**src/rtl/cand_pkg.sv**
```systemverilog
// Shared types and constants for the candidate memory bank and its scanner.
package cand_pkg;

   localparam int unsigned WORD_WIDTH   = 16;
   localparam int unsigned CAND_ID_MSB  = 15;
   localparam int unsigned CAND_ID_LSB  = 8;
   localparam int unsigned CAND_FIT_MSB = 7;
   localparam int unsigned CAND_FIT_LSB = 0;
   localparam int unsigned ID_W         = CAND_ID_MSB - CAND_ID_LSB + 1;
   localparam int unsigned FIT_W        = CAND_FIT_MSB - CAND_FIT_LSB + 1;

   localparam logic [ID_W-1:0] EMPTY_ID = 8'h00;

   typedef enum logic [1:0] {
      ST_IDLE  = 2'd0,
      ST_SCAN  = 2'd1,
      ST_CLEAR = 2'd2,
      ST_DONE  = 2'd3
   } state_t;

endpackage

```
**src/rtl/candidate_scanner.sv**
```systemverilog
// Walks the candidate bank, picks the fittest occupied entry (lowest index on ties),
// counts occupied entries and optionally zero-fills the bank afterwards.
module candidate_scanner #(
   parameter int unsigned   WORD_WIDTH = cand_pkg::WORD_WIDTH,
   parameter int unsigned   NUM_WORDS  = 8,
   parameter logic [7:0]    EMPTY_ID   = cand_pkg::EMPTY_ID,
   localparam int unsigned  CNT_W      = $clog2(NUM_WORDS + 1)
) (
   input  logic                  clk,
   input  logic                  rst,
   input  logic                  start,
   input  logic                  clear_req,
   output logic                  busy,
   output logic                  done,
   output logic                  found,
   output logic [7:0]            best_id,
   output logic [7:0]            best_fit,
   output logic [CNT_W-1:0]      cand_count,
   output logic                  mem_wr_en,
   output logic [WORD_WIDTH-1:0] mem_index,
   output logic [WORD_WIDTH-1:0] mem_wdata,
   input  logic [WORD_WIDTH-1:0] mem_rdata
);

   import cand_pkg::*;

   localparam int unsigned K_W    = (NUM_WORDS > 1) ? $clog2(NUM_WORDS) : 1;
   localparam logic [K_W-1:0] LAST_K = K_W'(NUM_WORDS - 1);

   state_t           state;
   logic [K_W-1:0]   k;
   logic             clr_lat;

   logic             w_found;
   logic [7:0]       w_id;
   logic [7:0]       w_fit;
   logic [CNT_W-1:0] w_count;

   logic             nxt_found;
   logic [7:0]       nxt_id;
   logic [7:0]       nxt_fit;
   logic [CNT_W-1:0] nxt_count;

   logic [7:0]       rd_id;
   logic [7:0]       rd_fit;
   logic             occupied;

   // Byte address of candidate word kk in the bank.
   function automatic logic [WORD_WIDTH-1:0] word_index(input logic [K_W-1:0] kk);
      return WORD_WIDTH'({kk, 1'b0});
   endfunction

   assign mem_wdata = '0;
   assign rd_id     = mem_rdata[CAND_ID_MSB:CAND_ID_LSB];
   assign rd_fit    = mem_rdata[CAND_FIT_MSB:CAND_FIT_LSB];
   assign occupied  = (rd_id != EMPTY_ID);

   // Working-best update for the word currently on the read port.
   always_comb begin
      nxt_found = w_found;
      nxt_id    = w_id;
      nxt_fit   = w_fit;
      nxt_count = w_count;
      if (occupied) begin
         nxt_count = w_count + CNT_W'(1);
         nxt_found = 1'b1;
         if (!w_found || (rd_fit > w_fit)) begin
            nxt_id  = rd_id;
            nxt_fit = rd_fit;
         end
      end
   end

   always_ff @(posedge clk) begin
      if (rst) begin
         state      <= ST_IDLE;
         k          <= '0;
         clr_lat    <= 1'b0;
         w_found    <= 1'b0;
         w_id       <= '0;
         w_fit      <= '0;
         w_count    <= '0;
         busy       <= 1'b0;
         done       <= 1'b0;
         found      <= 1'b0;
         best_id    <= '0;
         best_fit   <= '0;
         cand_count <= '0;
         mem_wr_en  <= 1'b0;
         mem_index  <= '0;
      end else begin
         done <= 1'b0;
         case (state)
            ST_IDLE: begin
               if (start) begin
                  state     <= ST_SCAN;
                  clr_lat   <= clear_req;
                  w_found   <= 1'b0;
                  w_id      <= '0;
                  w_fit     <= '0;
                  w_count   <= '0;
                  k         <= '0;
                  mem_index <= '0;
                  busy      <= 1'b1;
               end
            end

            ST_SCAN: begin
               w_found <= nxt_found;
               w_id    <= nxt_id;
               w_fit   <= nxt_fit;
               w_count <= nxt_count;
               if (k == LAST_K) begin
                  k         <= '0;
                  mem_index <= '0;
                  if (clr_lat) begin
                     state     <= ST_CLEAR;
                     mem_wr_en <= 1'b1;
                  end else begin
                     // The last word's update must reach the results directly.
                     state      <= ST_DONE;
                     busy       <= 1'b0;
                     done       <= 1'b1;
                     found      <= nxt_found;
                     best_id    <= nxt_id;
                     best_fit   <= nxt_fit;
                     cand_count <= nxt_count;
                  end
               end else begin
                  k         <= k + K_W'(1);
                  mem_index <= word_index(k + K_W'(1));
               end
            end

            ST_CLEAR: begin
               if (k == LAST_K) begin
                  state      <= ST_DONE;
                  k          <= '0;
                  mem_index  <= '0;
                  mem_wr_en  <= 1'b0;
                  busy       <= 1'b0;
                  done       <= 1'b1;
                  found      <= w_found;
                  best_id    <= w_id;
                  best_fit   <= w_fit;
                  cand_count <= w_count;
               end else begin
                  k         <= k + K_W'(1);
                  mem_index <= word_index(k + K_W'(1));
               end
            end

            ST_DONE: begin
               state <= ST_IDLE;
            end

            default: begin
               state <= ST_IDLE;
            end
         endcase
      end
   end

endmodule

```
**config.mk**
```make
export PLATFORM = sky130hd
export DESIGN_NAME = candidate_scanner
export DESIGN_NICKNAME = d
export VERILOG_FILES = /design/src/rtl/cand_pkg.sv /design/src/rtl/candidate_scanner.sv
export SDC_FILE = /design/constraint.sdc
export NUM_CORES = 1
export LEC_CHECK = 0
export CAP_MARGIN = 20
export CORE_MARGIN = 10
export CORE_UTILIZATION = 63
export CTS_CLUSTER_DIAMETER = 30
export DETAILED_ROUTE_END_ITERATION = 8
export DONT_BUFFER_PORTS = 1
export HOLD_SLACK_MARGIN = 0.12
export PLACE_DENSITY = 0.79
export SLEW_MARGIN = 40
export SYNTH_ARGS = -nofsm -noshare
export SYNTH_HDL_FRONTEND = slang
export SYNTH_SLANG_ARGS = --single-unit
```
**constraint.sdc**
```tcl
create_clock -name clk -period 2.7 [get_ports clk]
set_clock_uncertainty 0.15 [all_clocks]
set_input_delay 0.54 -clock clk [delete_from_list [all_inputs] [get_ports clk]]
set_output_delay 0.54 -clock clk [all_outputs]
set_load 0.02 [all_outputs]
```
==> out/results.txt <==
Status: complete, no violations
Chip width: 84.5 um
Worst-Margin Slew: 0.765 ns
Vias: 2047
Final net count: 322
WL final: 5.84 mm
Pwr Density: 1090 nW/um^2
Starting Density: 65.4%
Number of synthesized register bits: 51
Most common cell in the netlist: dfxtp_1
Max_slew headroom: 48.8%
Placeable Area: 4000 sq um
Synth top cells by count: dfxtp_1, buf_4, nor2_1
CTS tree: built
Final max-slew violation count: 0
Skew-Pair Late Insertion Delay: 0.31 ns
Util after Layout: 68.4%
CP Max Fanout: 17
RSZ-0062 raised after global routing: no
Final WS setup: 0.162 ns
Filler Cells Inserted: 294
Post-route ant nets: 0
CTS Buf Count: 5
EDFF count, synth: 0
Gr ovfl total: 0
Gates resized, CTS repair: 0
Crit Reg-Reg Endpoint: w_fit[5]$_SDFFE_PP0P_
Placement row count: 23
Area share of the leading cell type in the synthesized netlist: 39.0%
Maximum vdd drop: 786 uV
Worst R2R Start: w_fit[3]$_SDFFE_PP0P_
CTS Hold Bufs: 0
Initial antenna violation count: 0
H-tree levels: 2
Endpoints failing hold: 0
Largest net degree at the start of global routing: 26
Maxcap violations: 0
Synth top area cells: dfxtp_1, buf_4, ha_1
Setup bufs post-CTS: 0
Die Y: 84.5 um
WL/cell: 17.3 um
Clk root buf: clkbuf_8
Deepest clock path buffer count: 2
CTS sink count: 51
Register clock-pin slew on the reported worst setup and hold paths: 0.09 ns
Ys flop type: dfxtp_1
Ant diodes: 0
Boundary pin count: 76
GPL Wtd Cong: 0.838
Seq/Total Area, Yosys: 39.0%
Vias per cell: 6.06
PortBufs: 0
Ys async rst share: 0%
Synth Cell Area: 2620 sq um
Critical path origin: w_fit[3]$_SDFFE_PP0P_
DRC Markers: 0
Synth Instances: 280
Crit Path Category: flop to flop
First-pass GRT wire length: 9.92 mm
Drt pass-1 iters: 4
WP data arrival: 2.64 ns
Tot GR Track Use: 16.1%
Period Utilization, post-route: 94.0%
Drt first-iter violations: 128
Die Footprint: 7130 sq um
Yosys warns: 0
Share of cells above drive strength 1: 11.1%
Cell taking the most area after synthesis: dfxtp_1
Fmax: 0.394 GHz
Hold path cells: 1
Worst R2R Path Depth: 10
Vias in the first global route: 2008
Area delta synth->final: 4.54%
Hold Crit Class: input pin to flop
Setup crit end kind: flop
Final setup fails: 0
Unique masters post-synth: 42
Min-delay src: rst
Final critical-path required period: 2.54 ns
Setup crit start kind: flop
Setup TNS: 0 ns
Leakage: 1.17 nW
Hold Path End: mem_index[3]$_SDFFE_PP0P_
Synth Area per Inst: 9.35 sq um
Worst EP required: 2.81 ns
Pre-CTS setup slack: 0.0465 ns
R2R Setup Slk: 0.16 ns
DP HPWL: 4.34 mm
==> placed cells by master (no fill, tap or decap), drive strengths merged, types with 2 or more instances in the layout <==
cell type / n
dfxtp: 51
conb: 29
nor2: 29
and3: 16
a221o: 16
a22o: 16
ha: 15
inv: 14
buf: 13
nand2: 12
o21ai: 9
a21oi: 9
a211oi: 7
clkbuf: 5
nand3: 4
nor3: 4
nor4: 3
a31oi: 3
mux2i: 3
a32oi: 3
nor2b: 2
nand4: 2
nor4b: 2
nand2b: 2
or3: 2
xnor2: 2
a22oi: 2
a311oi: 2
o31ai: 2
==> state kept, by name, indices dropped and copies added, names as in the netlist <==
register	flops
cand_count	4
w_found	1
mem_wr_en	1
busy	1
w_id	8
found	1
mem_index	3
clr_lat	1
done	1
best_fit	8
w_fit	8
best_id	8
state	2
w_count	4
==> cells by family (layout without fill, tap and decap cells) <==
logic type,Yosys count,count (layout),synth area share [%]
flops,51,51,39.0
other cells,1,29,0.143
xor+xnor,2,2,0.669
buf+inv,54,34,12.6
compound gates,72,72,22.2
mux,4,4,1.58
simple gates,81,81,16.7
fa+ha+maj,15,15,7.17
==> layout make-up <==
cell class | count | area (sq um) | area share [%]
Sequential cell | 51 | 1020 | 37.3
Clock buffer | 5 | 68.8 | 2.51
Inverter | 13 | 48.8 | 1.78
Timing Repair Buffer | 13 | 97.6 | 3.57
Tap cell | 50 | 62.6 | 2.29
Clock inverter | 3 | 46.3 | 1.69
Multi-Input combinational cell | 203 | 1390 | 50.8
==> routing by layer <==
metal,up-vias,share of wire [%],GRT usage (%)
met3,7,9.0,5.02
met1,973,41,18.2
met2,83,49,28.0
li1,984,-,-
met5,-,0,0
met4,0,1.3,5.54
==> power breakdown <==
part	total (mW)	internal (mW)	switching [mW]
Clock	0.540	0.279	0.261
Combinational	1.13	0.450	0.677
Sequential	1.31	0.968	0.339
Total	2.97	1.70	1.28
==> worst max-delay path, cell delays in order (launching register included) <==
cell      delay [ns]
dfxtp_1         0.37
inv_1           0.05
ha_1            0.29
nand2_1         0.07
o21bai_1        0.15
a211o_1         0.34
a21oi_4         0.20
buf_4           0.23
nor4b_4         0.24
buf_4           0.23
a22o_1          0.15
==> stage by stage <==
step                      hold slack, ns  instances  cell area [sq um]  power (mW)
after floorplan                    0.293        308               2720        2.18
after global placement             0.311        330               2600        2.40
after detailed placement           0.317        330               2620        2.46
after CTS                          0.135        338               2740        2.99
after global routing               0.129        338               2740        3.19
final                              0.138        338               2740        2.97
==> worst max path at each step <==
stage | endpoint | slack, ns | cells after the start
after detailed placement | w_fit[5]$_SDFFE_PP0P_ | 0.05 | 9
final | w_fit[5]$_SDFFE_PP0P_ | 0.16 | 10
after CTS | w_fit[5]$_SDFFE_PP0P_ | 0.16 | 10
after floorplan | best_fit[3]$_SDFFE_PP0P_ | 0.23 | 8
after global routing | w_fit[6]$_SDFFE_PP0P_ | 0.007 | 10
after global placement | best_fit[0]$_SDFFE_PP0P_ | -0.16 | 7
(Power assumes the default switching activity.)
==> RTL edit, RTL diff (same settings) <==
Change the package constant `WORD_WIDTH` from 16 to 32.
--- a/src/rtl/cand_pkg.sv
+++ b/src/rtl/cand_pkg.sv
@@ -1,7 +1,7 @@
 // Shared types and constants for the candidate memory bank and its scanner.
 package cand_pkg;
 
-   localparam int unsigned WORD_WIDTH   = 16;
+   localparam int unsigned WORD_WIDTH   = 32;
    localparam int unsigned CAND_ID_MSB  = 15;
    localparam int unsigned CAND_ID_LSB  = 8;
    localparam int unsigned CAND_FIT_MSB = 7;
Ports: changed (resized mem_index, mem_rdata and mem_wdata); port bits go from 76 to 124. No check against the original RTL was run, so the function may have changed too.
==> RTL edit against the unedited design <==
Sequential share of layout area decreased by 1.7 points. Synthesized cell count rose by 11%. Worst setup slack worse by 0.029 ns. Sequential cell count is the same. Power rose by 1.7%. Design area up 4.9%. Count of clock-buffer cells in the layout did not move. Area after synthesis increased by 9.2%. Final cell count rose by 10%. Wire length grew 9.0%.
==> RTL edit: results (changes against the unedited design) <==
| Metric | Value |
|---|---|
| DP Area | 0.002751 sq mm (+5.0%) |
| Share of Yosys cell area claimed by the top area cell type | 35.73% (-3.3 points) |
| Int Power | 1.696 mW (about the same) |
| Number of global-route vias before repair | 2,067 (+2.9%) |
| R2r endpoint | w_fit[2] |
| Final #Nets | 371 (+15%) |
| Leading post-synthesis cells by cell area | sky130_fd_sc_hd__dfxtp_1 36%, sky130_fd_sc_hd__buf_4 17%, sky130_fd_sc_hd__ha_1 6.6% |
| Fraction of the mapped netlist area in adder cells | 6.567% (-0.60 points) |
| First-pass GRT wire length | 10,210 um (+2.9%) |
| Detailed-placement wirelength estimate | 4845 um (+12%) |
| Drt initial violations | 89 (-30%) |
| Clk. pwr | 0.542 mW (about the same) |
| Vias per inst | 5.627 (-7.1%) |
| Top cells by instance count after synthesis | 63 x sky130_fd_sc_hd__buf_4, 51 x sky130_fd_sc_hd__dfxtp_1, 27 x sky130_fd_sc_hd__nor2_1 |
| Fraction of registers with async set/reset | 0% (unchanged) |
| Fraction of the mapped netlist area in compound gates | 20.32% (-1.9 points) |
| Relative contribution of the clock network to total power | 17.9% (-0.2 points) |
| RePlAce Congestion | 0.8597 (+2.7%) |
| Overall routing resource usage | 16.22% (+0.099 points) |
| Reg-to-reg slack, setup | 0.13 ns (-0.03 ns) |
| Xor and xnor fraction of the mapped netlist area | 0.6130% (-0.056 points) |
| Data arrival, critical path | 2.67 ns (+0.03 ns) |
| Sequential share of the synthesized area | 35.73% (-3.3 points) |
| Post-cts resize count | 0 (unchanged) |
| Sink of the worst hold path | w_count[1] |
| Leakage power summed over all cells | 1.277 nW (+9.4%) |
| Peak supply drop | 668.1 uV (-15%) |
| Highest net fanout along the worst path | 17 (unchanged) |
| Final Routed Wirelength | 6364 um (+9.0%) |
| Worst slew margin relative to its limit | 52.56% (+3.8 points) |
| Mux contribution to synthesized area | 1.445% (-0.13 points) |
| Outcome | completed |
-- RTL edit: routing by layer --
| metal | track usage [%] | routed length, um |
|---|---|---|
| met2 | 29.63 | 3347 |
| met1 | 17.02 | 2344 |
| met5 | 0 | 0 |
| met4 | 5.507 | 103 |
| met3 | 4.963 | 568 |
-- RTL edit: final cells by class --
type	instances	area [sq um]
timing repair buffer	14	108.9
clock inverter	3	46.29
tap	52	65.06
clock buffer	5	68.82
sequential	51	1021
multi-input combinational	235	1511
fill	360	1514
inverter	13	48.80
-- RTL edit: how the worst max path moves through the flow --
stage	to	slack, ns
after floorplan	best_fit[3]	0.23
after global placement	best_fit[0]	-0.12
after detailed placement	w_fit[2]	0.03
after CTS	w_fit[2]	0.09
after global routing	w_fit[2]	-0.001
final	w_fit[2]	0.13
-- RTL edit: through the flow --
step	worst slack [ns]	hold WS, ns	utilization [%]	std cells
finish	0.1327	0.1411	65.47	373
global route	-0.001498	0.1281	65.47	373
CTS	0.08940	0.1318	65.38	373
global placement	-0.1170	0.3056	62.33	365
floorplan	0.2277	0.2926	-	372
detailed placement	0.03186	0.3107	62.76	365
-- RTL edit: critical path: stages, from the launching register on --
cell and delay (ns):
sky130_fd_sc_hd__dfxtp_1 0.37, sky130_fd_sc_hd__inv_1 0.06, sky130_fd_sc_hd__ha_1 0.29, sky130_fd_sc_hd__nand2_1 0.08, sky130_fd_sc_hd__o21bai_1 0.18, sky130_fd_sc_hd__a211o_1 0.35, sky130_fd_sc_hd__a21oi_4 0.20, sky130_fd_sc_hd__buf_4 0.23
sky130_fd_sc_hd__nor4b_4 0.23, sky130_fd_sc_hd__buf_6 0.21, sky130_fd_sc_hd__a22o_1 0.16
